--- src/rtl/store_pkg.sv ---
// Shared encodings and lane-mask helper for the store read-modify-write unit.
// STORE_MISALIGN_TRAP_EN adds the TRAP state encoding.
package store_pkg;

    localparam logic [1:0] SZ_WORD = 2'd0;
    localparam logic [1:0] SZ_HALF = 2'd1;
    localparam logic [1:0] SZ_BYTE = 2'd2;

    // Widest supported word is 256 bits; callers slice the low LANES bits.
    localparam int MAX_LANES = 32;

    typedef enum logic [2:0] {
        ST_IDLE  = 3'd0,
        ST_READ  = 3'd1,
        ST_WAIT  = 3'd2,
        ST_WRITE = 3'd3
`ifdef STORE_MISALIGN_TRAP_EN
        , ST_TRAP = 3'd4
`endif
    } state_e;

    function automatic logic [MAX_LANES-1:0] lane_mask(input logic [1:0] size,
                                                       input logic [4:0] ofs);
        logic [MAX_LANES-1:0] m;
        case (size)
            SZ_HALF: m = MAX_LANES'(2'b11) << {ofs[4:1], 1'b0};
            SZ_BYTE: m = MAX_LANES'(1) << ofs;
            default: m = '1;
        endcase
        return m;
    endfunction

endpackage

--- src/rtl/store_lane_merge.sv ---
// Combinational byte-lane merge: places the store payload into its lanes
// (little-endian) and keeps memory data in all other lanes.
module store_lane_merge
    import store_pkg::*;
#(
    parameter int DATA_W = 32,
    localparam int LANES = DATA_W / 8,
    localparam int OFS_W = $clog2(LANES)
) (
    input  logic [1:0]        size_i,
    input  logic [OFS_W-1:0]  offset_i,
    input  logic [DATA_W-1:0] reg_data_i,
    input  logic [DATA_W-1:0] mem_data_i,
    output logic [DATA_W-1:0] merged_o
);

    logic [MAX_LANES-1:0] mask_full;
    logic [DATA_W-1:0]    placed;

    always_comb begin
        mask_full = lane_mask(size_i, 5'(offset_i));
        // Replicating the payload puts the right bytes in every candidate lane.
        case (size_i)
            SZ_BYTE: placed = {LANES{reg_data_i[7:0]}};
            SZ_HALF: placed = {(LANES / 2){reg_data_i[15:0]}};
            default: placed = reg_data_i;
        endcase
        merged_o = mem_data_i;
        for (int i = 0; i < LANES; i++) begin
            if (mask_full[i]) merged_o[i*8 +: 8] = placed[i*8 +: 8];
        end
    end

    if (LANES < MAX_LANES) begin : g_unused
        logic unused_mask_hi;
        assign unused_mask_hi = ^mask_full[MAX_LANES-1:LANES];
    end

endmodule

--- src/rtl/store_rmw_unit.sv ---
// Store unit: direct write for sw, read-modify-write for sh/sb on a data-memory port.
// Optional STORE_MISALIGN_TRAP_EN traps misaligned sh/sw instead of silently aligning.
module store_rmw_unit
    import store_pkg::*;
#(
    parameter int DATA_W  = 32,
    parameter int ADDR_W  = 32,
    parameter int MEM_LAT = 1,
    localparam int LANES  = DATA_W / 8,
    localparam int OFS_W  = $clog2(LANES)
) (
    input  logic              clk,
    input  logic              reset,
    input  logic              req_valid,
    output logic              req_ready,
    input  logic [1:0]        req_size,
    input  logic [ADDR_W-1:0] req_addr,
    input  logic [DATA_W-1:0] req_data,
    output logic [ADDR_W-1:0] mem_addr,
    output logic              mem_rd,
    input  logic [DATA_W-1:0] mem_rdata,
    output logic              mem_wr,
    output logic [DATA_W-1:0] mem_wdata,
    output logic              done,
`ifdef STORE_MISALIGN_TRAP_EN
    output logic              misalign,
`endif
    output logic              busy
);

    localparam int CNT_W = (MEM_LAT > 1) ? $clog2(MEM_LAT) : 1;

    state_e            state_q, state_d;
    logic [1:0]        size_q, size_d;
    logic [ADDR_W-1:0] addr_q, addr_d;
    logic [DATA_W-1:0] data_q, data_d;
    logic [DATA_W-1:0] wdata_q, wdata_d;
    logic [CNT_W-1:0]  cnt_q, cnt_d;
    logic [DATA_W-1:0] merged;
    logic [1:0]        req_sz_n;
    logic [ADDR_W-1:0] addr_aligned;

    assign req_sz_n     = (req_size == SZ_HALF || req_size == SZ_BYTE) ? req_size : SZ_WORD;
    assign addr_aligned = {addr_q[ADDR_W-1:OFS_W], {OFS_W{1'b0}}};

    store_lane_merge #(.DATA_W(DATA_W)) u_merge (
        .size_i     (size_q),
        .offset_i   (addr_q[OFS_W-1:0]),
        .reg_data_i (data_q),
        .mem_data_i (mem_rdata),
        .merged_o   (merged)
    );

    always_ff @(posedge clk) begin
        if (reset) state_q <= ST_IDLE;
        else       state_q <= state_d;
    end

    always_ff @(posedge clk) begin
        if (reset) begin
            size_q  <= SZ_WORD;
            addr_q  <= '0;
            data_q  <= '0;
            wdata_q <= '0;
            cnt_q   <= '0;
        end else begin
            size_q  <= size_d;
            addr_q  <= addr_d;
            data_q  <= data_d;
            wdata_q <= wdata_d;
            cnt_q   <= cnt_d;
        end
    end

    always_comb begin
        state_d = state_q;
        size_d  = size_q;
        addr_d  = addr_q;
        data_d  = data_q;
        wdata_d = wdata_q;
        cnt_d   = cnt_q;
        case (state_q)
            ST_IDLE: if (req_valid) begin
                size_d  = req_sz_n;
                addr_d  = req_addr;
                data_d  = req_data;
                wdata_d = req_data;
                state_d = (req_sz_n == SZ_WORD) ? ST_WRITE : ST_READ;
`ifdef STORE_MISALIGN_TRAP_EN
                if ((req_sz_n == SZ_HALF && req_addr[0]) ||
                    (req_sz_n == SZ_WORD && req_addr[OFS_W-1:0] != '0))
                    state_d = ST_TRAP;
`endif
            end
            ST_READ: begin
                cnt_d   = CNT_W'(MEM_LAT - 1);
                state_d = ST_WAIT;
            end
            ST_WAIT: begin
                // Terminal count marks the cycle mem_rdata is valid.
                if (cnt_q == '0) begin
                    wdata_d = merged;
                    state_d = ST_WRITE;
                end else begin
                    cnt_d = cnt_q - CNT_W'(1);
                end
            end
            default: state_d = ST_IDLE;
        endcase
    end

    always_comb begin
        req_ready = 1'b0;
        mem_rd    = 1'b0;
        mem_wr    = 1'b0;
        done      = 1'b0;
        busy      = 1'b0;
        mem_addr  = '0;
        mem_wdata = '0;
`ifdef STORE_MISALIGN_TRAP_EN
        misalign  = 1'b0;
`endif
        if (!reset) begin
            busy = (state_q != ST_IDLE);
            case (state_q)
                ST_IDLE:  req_ready = 1'b1;
                ST_READ: begin
                    mem_rd   = 1'b1;
                    mem_addr = addr_aligned;
                end
                ST_WAIT:  mem_addr = addr_aligned;
                ST_WRITE: begin
                    mem_wr    = 1'b1;
                    done      = 1'b1;
                    mem_addr  = addr_aligned;
                    mem_wdata = wdata_q;
                end
`ifdef STORE_MISALIGN_TRAP_EN
                ST_TRAP: begin
                    done     = 1'b1;
                    misalign = 1'b1;
                end
`endif
                default: ;
            endcase
        end
    end

endmodule

--- config.mk ---
export PLATFORM = sky130hd
export DESIGN_NAME = store_rmw_unit
export DESIGN_NICKNAME = d
export VERILOG_FILES = /design/src/rtl/store_pkg.sv /design/src/rtl/store_lane_merge.sv /design/src/rtl/store_rmw_unit.sv
export SDC_FILE = /design/constraint.sdc
export NUM_CORES = 1
export LEC_CHECK = 0
export BUFFER_PORTS_ARGS = -buffer_cell sky130_fd_sc_hd__buf_4
export CORE_MARGIN = 2
export CORE_UTILIZATION = 51
export DETAILED_ROUTE_END_ITERATION = 16
export GPL_ROUTABILITY_DRIVEN = 0
export PLACE_DENSITY = 0.9
export SETUP_SLACK_MARGIN = 0.3
export SYNTH_ARGS = -nofsm -noshare
export SYNTH_HDL_FRONTEND = slang
export SYNTH_SLANG_ARGS = --single-unit
--- constraint.sdc ---
create_clock -name clk -period 2.2 [get_ports clk]
set_clock_uncertainty 0.05 [all_clocks]
set_input_delay 0.44 -clock clk [delete_from_list [all_inputs] [get_ports clk]]
set_output_delay 0.44 -clock clk [all_outputs]
set_load 0.02 [all_outputs]
==> flow_summary_export.csv, run 1 <==
group,metric,value,unit
outcome,status,"finished, final reports clean",
detailed_routing,initialDrtViolationCount,519,
detailed_routing,via_count,5596,
cells_and_area,multi_input_comb_area,2940,um2
clock_tree,clock_insertion_delay_worst_skew,0.38,ns
min_path,min_from,"req_addr[9]",
logic_synthesis,most_frequent_cell_after_synthesis,"nand2_1",
detailed_routing,routed_via_density,5.82,
cells_and_area,post-route-util,0.747,
global_route,globalRouteOverflowTotal,0,
critical_path,worstReg2RegEnd,"wdata_q[14]",
logic_synthesis,synth_largest_type_area_fraction,0.396,
global_route,gr-usage-met2,0.509,
timing,finalWorstSetupSlack,0.0403,ns
timing,timing.final.max_slew_violations,0,
timing,setup_viol,0,
pwr,power.density_cell_area,1010,nW/um2
global_route,grt_first_pass_wirelength,26.1,mm
logic_synthesis,postSynthRegisterBits,100,
clock_tree,cts_tree,"yes",
floorplanning,dieWidth,104,um
cells_and_area,layout-drive-gt1-share,0.333,
global_route,grt_pass1_vias,5515,
detailed_routing,remaining_drc_errors,0,
detailed_routing,wl_per_cell,17.5,um
min_path,hold_path_depth,3,
floorplanning,coreArea,9680,um2
floorplanning,design.portCount,170,
logic_synthesis,syn_avg_cell_area,7.58,um2
critical_path,critical_path.endpoint_type,"output pin",
timing,rsz_0062_raised_after_global_routing,"yes",
clock_tree,ctsHoldBuffers,0,
logic_synthesis,netlist_top_cells_area,"dfxtp_1 40%, nand2_1 12%, and2_1 7.9%, a21oi_1 6.8%, o21ai_0 4.7%",
logic_synthesis,synth_area,5060,um2
logic_synthesis,synth_edf_count,0,
pwr,max-vdd-ir-drop,550,uV
pwr,power.switching,0.00282,W
timing,timing.final.crit_period,2.16,ns
pwr,post-layout-total-power,0.00730,W
global_route,antenna_found_initial,0,
cells_and_area,register_area,2010,um2
clock_tree,ctsLongestPathBuffers,2,
flow_run,maxCapViolCount,0,
critical_path,setup.reg_to_reg.worst_slack,0.16,ns
cells_and_area,nFillCells,676,
detailed_routing,drt_pass1_iterations,6,
logic_synthesis,synth_sequential_area_ratio,0.396,
pwr,power_report.internal_total,0.00448,W
clock_tree,cts.clk_slew.worst_paths,0.10,ns
logic_synthesis,synth_top_cell_by_area,"dfxtp_1",
pwr,seq_power_share,0.357,
logic_synthesis,dominantRegCellSynth,"dfxtp_1",
critical_path,path_max_fanout,8,
critical_path,crit_path_start_kind,"register",
timing,number_of_endpoints_with_negative_hold_slack_in_the_final_report,0,
pwr,leakage,2.97,nW
floorplanning,std_cell_rows,36,
min_path,worstHoldPathType,"in2reg",
pwr,p_sw_frac,0.386,
floorplanning,dieArea,10700,um2
cells_and_area,design.final.nets,934,
timing,fin_hold_ws,0.250,ns
critical_path,r2r.worst_path.cells,7,
cells_and_area,diode_count,0,
critical_path,critical_path_required,1.71,ns
clock_tree,cts-root-buf,"clkbuf_8",
logic_synthesis,synth_cells,667,
critical_path,worstSetupPathType,"reg2out",
critical_path,worstPathArrival,1.67,ns
cells_and_area,fin_area,7240,um2
floorplanning,die_height,104,um
timing,final_clock_period_utilization_by_the_worst_path,0.982,
global_route,global_route.usage.met3,0.0780,
logic_synthesis,yosysWarnings,0,
clock_tree,htree_levels,3,
global_route,grt_busiest_layer,"met2",
critical_path,ff_to_ff_start,"state_q[0]",
timing,slew_headroom,0.582,
pwr,comb_power_share,0.462,
pwr,power.clock.fraction,0.181,
logic_synthesis,netlist_top_cells_count,"165 x nand2_1, 100 x dfxtp_1, 69 x a21oi_1, 64 x and2_1",
logic_synthesis,postSynth.asyncResetShare,0,
cells_and_area,area.growth.synth_to_final,43.1,%
global_route,met1_usage,0.340,
clock_tree,clock_sink_count,100,
global_route,grt_max_degree,57,
floorplanning,floorplan.initialDensity,0.522,
placed_design,portBuffers,167,
clock_tree,tritoncts.num_buffers,9,
placed_design,detailed_place_hpwl,10.9,mm
detailed_routing,drtAntennaViolNets,0,
detailed_routing,drt_wl_total,16.8,mm
placed_design,dpl_cell_area,6470,um2
timing,max_freq,0.463,GHz
placed_design,dpl_worst_slack,0.0760,ns
logic_synthesis,yosysUniqueCellTypes,39,
timing,tightest_slew,0.627,ns
min_path,whs_endpoint,"addr_q[9]",
global_route,global_route_usage_over_all_layers,0.295,
==> layer usage <==
metal	part of all wire	vias up
li1	-	2581
met1	0.37	2599
met2	0.50	357
met3	0.095	59
met4	0.031	0
met5	0	-
==> registers in the layout, summed over array words and instances (netlist names) <==
register,count
data_q,32
state_q,2
size_q,2
wdata_q,32
addr_q,32
==> area by class of cell <==
cell class / instances / area share
Multi-Input combinational cell: 497 / 0.406
Sequential cell: 100 / 0.277
Timing Repair Buffer: 206 / 0.258
Tap cell: 133 / 0.0230
Clock buffer: 12 / 0.0201
Clock inverter: 4 / 0.0100
Inverter: 10 / 0.00519
==> layout by cell type (no fill, tap or decap), types with 5 or more instances in the layout <==
cell type / Yosys / final
nand2_1: 165 / 164
buf_4: 3 / 153
dfxtp_1: 100 / 97
a21oi_1: 69 / 68
o21ai_0: 47 / 47
buf_6: 0 / 40
and2_1: 64 / 32
and2_4: 0 / 28
nor2b_1: 21 / 18
mux2i_1: 16 / 16
nor2_1: 11 / 10
clkbuf_8: 0 / 10
nand3_1: 9 / 9
a211oi_1: 9 / 9
a22oi_1: 8 / 8
o221ai_1: 8 / 8
a31oi_1: 8 / 8
a22o_1: 8 / 8
o22ai_1: 8 / 8
o221a_1: 8 / 8
a221oi_1: 7 / 7
nor3_1: 7 / 7
inv_1: 7 / 5
==> power by group through the flow <==
stage	Sequential, W	Clock (W)	Combinational [W]
2_1_floorplan	0.00251	0	0.00195
3_3_place_gp	0.00258	0	0.00264
3_5_place_dp	0.00261	0	0.00278
5_1_grt	0.00265	0.00141	0.00365
6_report	0.00261	0.00132	0.00337
4_1_cts	0.00258	0.00132	0.00315
==> worst max path at each step <==
stage,startpoint,endpoint,slack (ns),depth (start not counted)
2_1_floorplan,state_q[0],mem_addr[22],0.29,6
3_3_place_gp,size_q[0],wdata_q[14],0.24,6
3_5_place_dp,size_q[0],wdata_q[14],0.08,6
4_1_cts,state_q[1],mem_addr[18],0.05,7
5_1_grt,state_q[0],mem_addr[21],-0.01,7
6_report,state_q[0],mem_addr[14],0.04,7
==> what timing repair did <==
item | 4_1_cts | 5_1_grt
buffers inserted | 6 | 3
endpoints found under the setup margin | 93 | 143
gates resized for setup | 78 | 24
pin swaps | 27 | 2
cloned | 3 | 4
==> metrics by stage <==
step | instances | TNS, ns
after floorplan | 668 | 0
final | 962 | 0
after global placement | 930 | 0
after CTS | 955 | 0
after global routing | 962 | -0.141
after detailed placement | 930 | 0
==> logic make-up after synthesis <==
group                    share of synthesized area
AO/OA/AOI/OAI                                0.238
adder cells (fa/ha/maj)                     0.0223
flip-flops                                   0.396
buffers and inverters                       0.0559
AND/OR/NAND/NOR                              0.255
other                                     0.000741
multiplexers                                0.0317
==> worst max-delay path, stage by stage (launching register included) <==
cell,delay [ns]
dfxtp_2,0.37
inv_2,0.06
ha_4,0.17
nor2_4,0.18
buf_6,0.13
buf_8,0.11
and2_2,0.15
buf_6,0.11
No activity file was read; power rests on OpenSTA's default activity.
==> run 2, diff against run 1 <==
Settings changed: RECOVER_POWER set to 50.
==> flow_summary_export.csv, run 2 (synthesis gave the netlist of run 1 again) <==
group,metric,value,unit
critical_path,crit_path_start_kind,"register",
pwr,leakage,2.97,nW
floorplanning,floorplan.initialDensity,0.522,
cells_and_area,reg.largest.list,"addr_q: 32 flops, data_q: 32 flops, wdata_q: 32 flops",
global_route,grt_first_pass_wirelength,26.1,mm
timing,number_of_endpoints_with_negative_hold_slack_in_the_final_report,0,
timing,rsz_0062_raised_after_global_routing,"yes",
pwr,power.density_cell_area,1010,nW/um2
critical_path,path_max_fanout,8,
cells_and_area,layout_common_cells,"164 x nand2_1, 152 x buf_4, 97 x dfxtp_1",
clock_tree,ctsHoldBuffers,0,
critical_path,critical_path_required,1.71,ns
clock_tree,ctsLongestPathBuffers,2,
critical_path,setup.reg_to_reg.worst_slack,0.14,ns
detailed_routing,initialDrtViolationCount,518,
floorplanning,design.portCount,170,
pwr,comb_power_share,0.461,
pwr,post-layout-total-power,0.00728,W
outcome,status,"finished, final reports clean",
global_route,globalRouteOverflowTotal,0,
critical_path,worstPathArrival,1.67,ns
detailed_routing,routed_via_density,5.81,
critical_path,worstSetupPathType,"reg2out",
global_route,gr-usage-met2,0.509,
placed_design,detailed_place_hpwl,10.9,mm
flow_run,maxCapViolCount,0,
cells_and_area,final_common_cell,"nand2_1",
pwr,max-vdd-ir-drop,550,uV
clock_tree,cts.clk_slew.worst_paths,0.10,ns
critical_path,worstReg2RegEnd,"data_q[6]",
timing,tightest_slew,0.639,ns
timing,timing.final.max_slew_violations,0,
cells_and_area,post-route-util,0.747,
global_route,met1_usage,0.340,
detailed_routing,remaining_drc_errors,0,
critical_path,ff_to_ff_start,"state_q[0]",
clock_tree,cts-root-buf,"clkbuf_8",
floorplanning,std_cell_rows,36,
detailed_routing,drtAntennaViolNets,0,
detailed_routing,wl_per_cell,17.4,um
global_route,antenna_found_initial,0,
pwr,power.switching,0.00281,W
critical_path,r2r.worst_path.cells,7,
timing,slew_headroom,0.574,
cells_and_area,layout-drive-gt1-share,0.332,
global_route,grt_busiest_layer,"met2",
global_route,grt_pass1_vias,5515,
pwr,seq_power_share,0.358,
pwr,p_sw_frac,0.386,
critical_path,critical_path.endpoint_type,"output pin",
placed_design,portBuffers,167,
detailed_routing,drt_pass1_iterations,6,
clock_tree,clock_insertion_delay_worst_skew,0.38,ns
detailed_routing,via_count,5588,
cells_and_area,diode_count,0,
timing,setup_viol,0,
timing,max_freq,0.462,GHz
floorplanning,dieArea,10700,um2
cells_and_area,area.growth.synth_to_final,43.0,%
pwr,power_report.internal_total,0.00447,W
clock_tree,htree_levels,3,
min_path,whs_endpoint,"addr_q[9]",
floorplanning,die_height,104,um
clock_tree,clock_sink_count,100,
min_path,hold_path_depth,3,
detailed_routing,drt_wl_total,16.7,mm
timing,timing.final.crit_period,2.16,ns
timing,fin_hold_ws,0.252,ns
clock_tree,tritoncts.num_buffers,9,
global_route,global_route_usage_over_all_layers,0.295,
critical_path,timing.critical_path.from,"state_q[0]",
placed_design,dpl_worst_slack,0.0760,ns
floorplanning,coreArea,9680,um2
floorplanning,dieWidth,104,um
global_route,global_route.usage.met3,0.0780,
cells_and_area,design.final.nets,934,
pwr,power.clock.fraction,0.181,
min_path,min_from,"req_addr[9]",
timing,finalWorstSetupSlack,0.0377,ns
clock_tree,cts_tree,"yes",
min_path,worstHoldPathType,"in2reg",
cells_and_area,nFillCells,678,
timing,final_clock_period_utilization_by_the_worst_path,0.983,
global_route,grt_max_degree,57,
run 2: layout make-up:
class / instances / area, um2 / area share
inverters: 10 / 37.5 / 0.00519
well taps: 133 / 166 / 0.0230
multi-input cells: 497 / 2940 / 0.406
repair buffers: 206 / 1870 / 0.258
flip-flops and latches: 100 / 2010 / 0.277
clock inverters: 4 / 72.6 / 0.0100
clock buffers: 12 / 145 / 0.0201
run 2: worst max-delay path by stage:
| stage | endpoint | slack [ns] | cells past startpoint |
|---|---|---|---|
| finish | mem_addr[14] | 0.04 | 7 |
| global route | mem_addr[21] | -0.01 | 7 |
| CTS | mem_addr[18] | 0.05 | 7 |
| detailed placement | wdata_q[14] | 0.08 | 6 |
| global placement | wdata_q[14] | 0.24 | 6 |
| floorplan | mem_addr[22] | 0.29 | 6 |
run 2: through the flow:
stage | std cells | area [um2] | setup TNS, ns
after floorplan | 668 | 5090 | 0
after global placement | 930 | 6470 | 0
after detailed placement | 930 | 6470 | 0
after CTS | 955 | 7030 | 0
after global routing | 962 | 7230 | -0.141
final | 962 | 7230 | 0
run 2: power by group through the flow:
stage               clock (W)  sequential (W)  combinational [W]
floorplan                   0         0.00251            0.00195
global placement            0         0.00258            0.00264
detailed placement          0         0.00261            0.00278
CTS                   0.00132         0.00258            0.00315
global route          0.00141         0.00265            0.00365
finish                0.00132         0.00261            0.00336
run 2: critical path, stage by stage, from the launching register on:
cell and delay, ns:
dfxtp_2 0.37, inv_2 0.06, ha_4 0.17, nor2_4 0.18, buf_6 0.13, buf_8 0.11
and2_2 0.15, buf_6 0.11
run 2: per-layer routing:
metal	up-vias	share of wire	routed length [um]
li1	2581	-	-
met1	2605	0.38	6340
met2	343	0.50	8320
met3	59	0.091	1520
met4	0	0.034	564
met5	-	0	0
run 2: repair_timing:
action	4_1_cts	5_1_grt
resized for setup	78	24
setup buffers	6	3
gates cloned	3	4
setup endpoints to repair	93	143
pin swaps	27	2
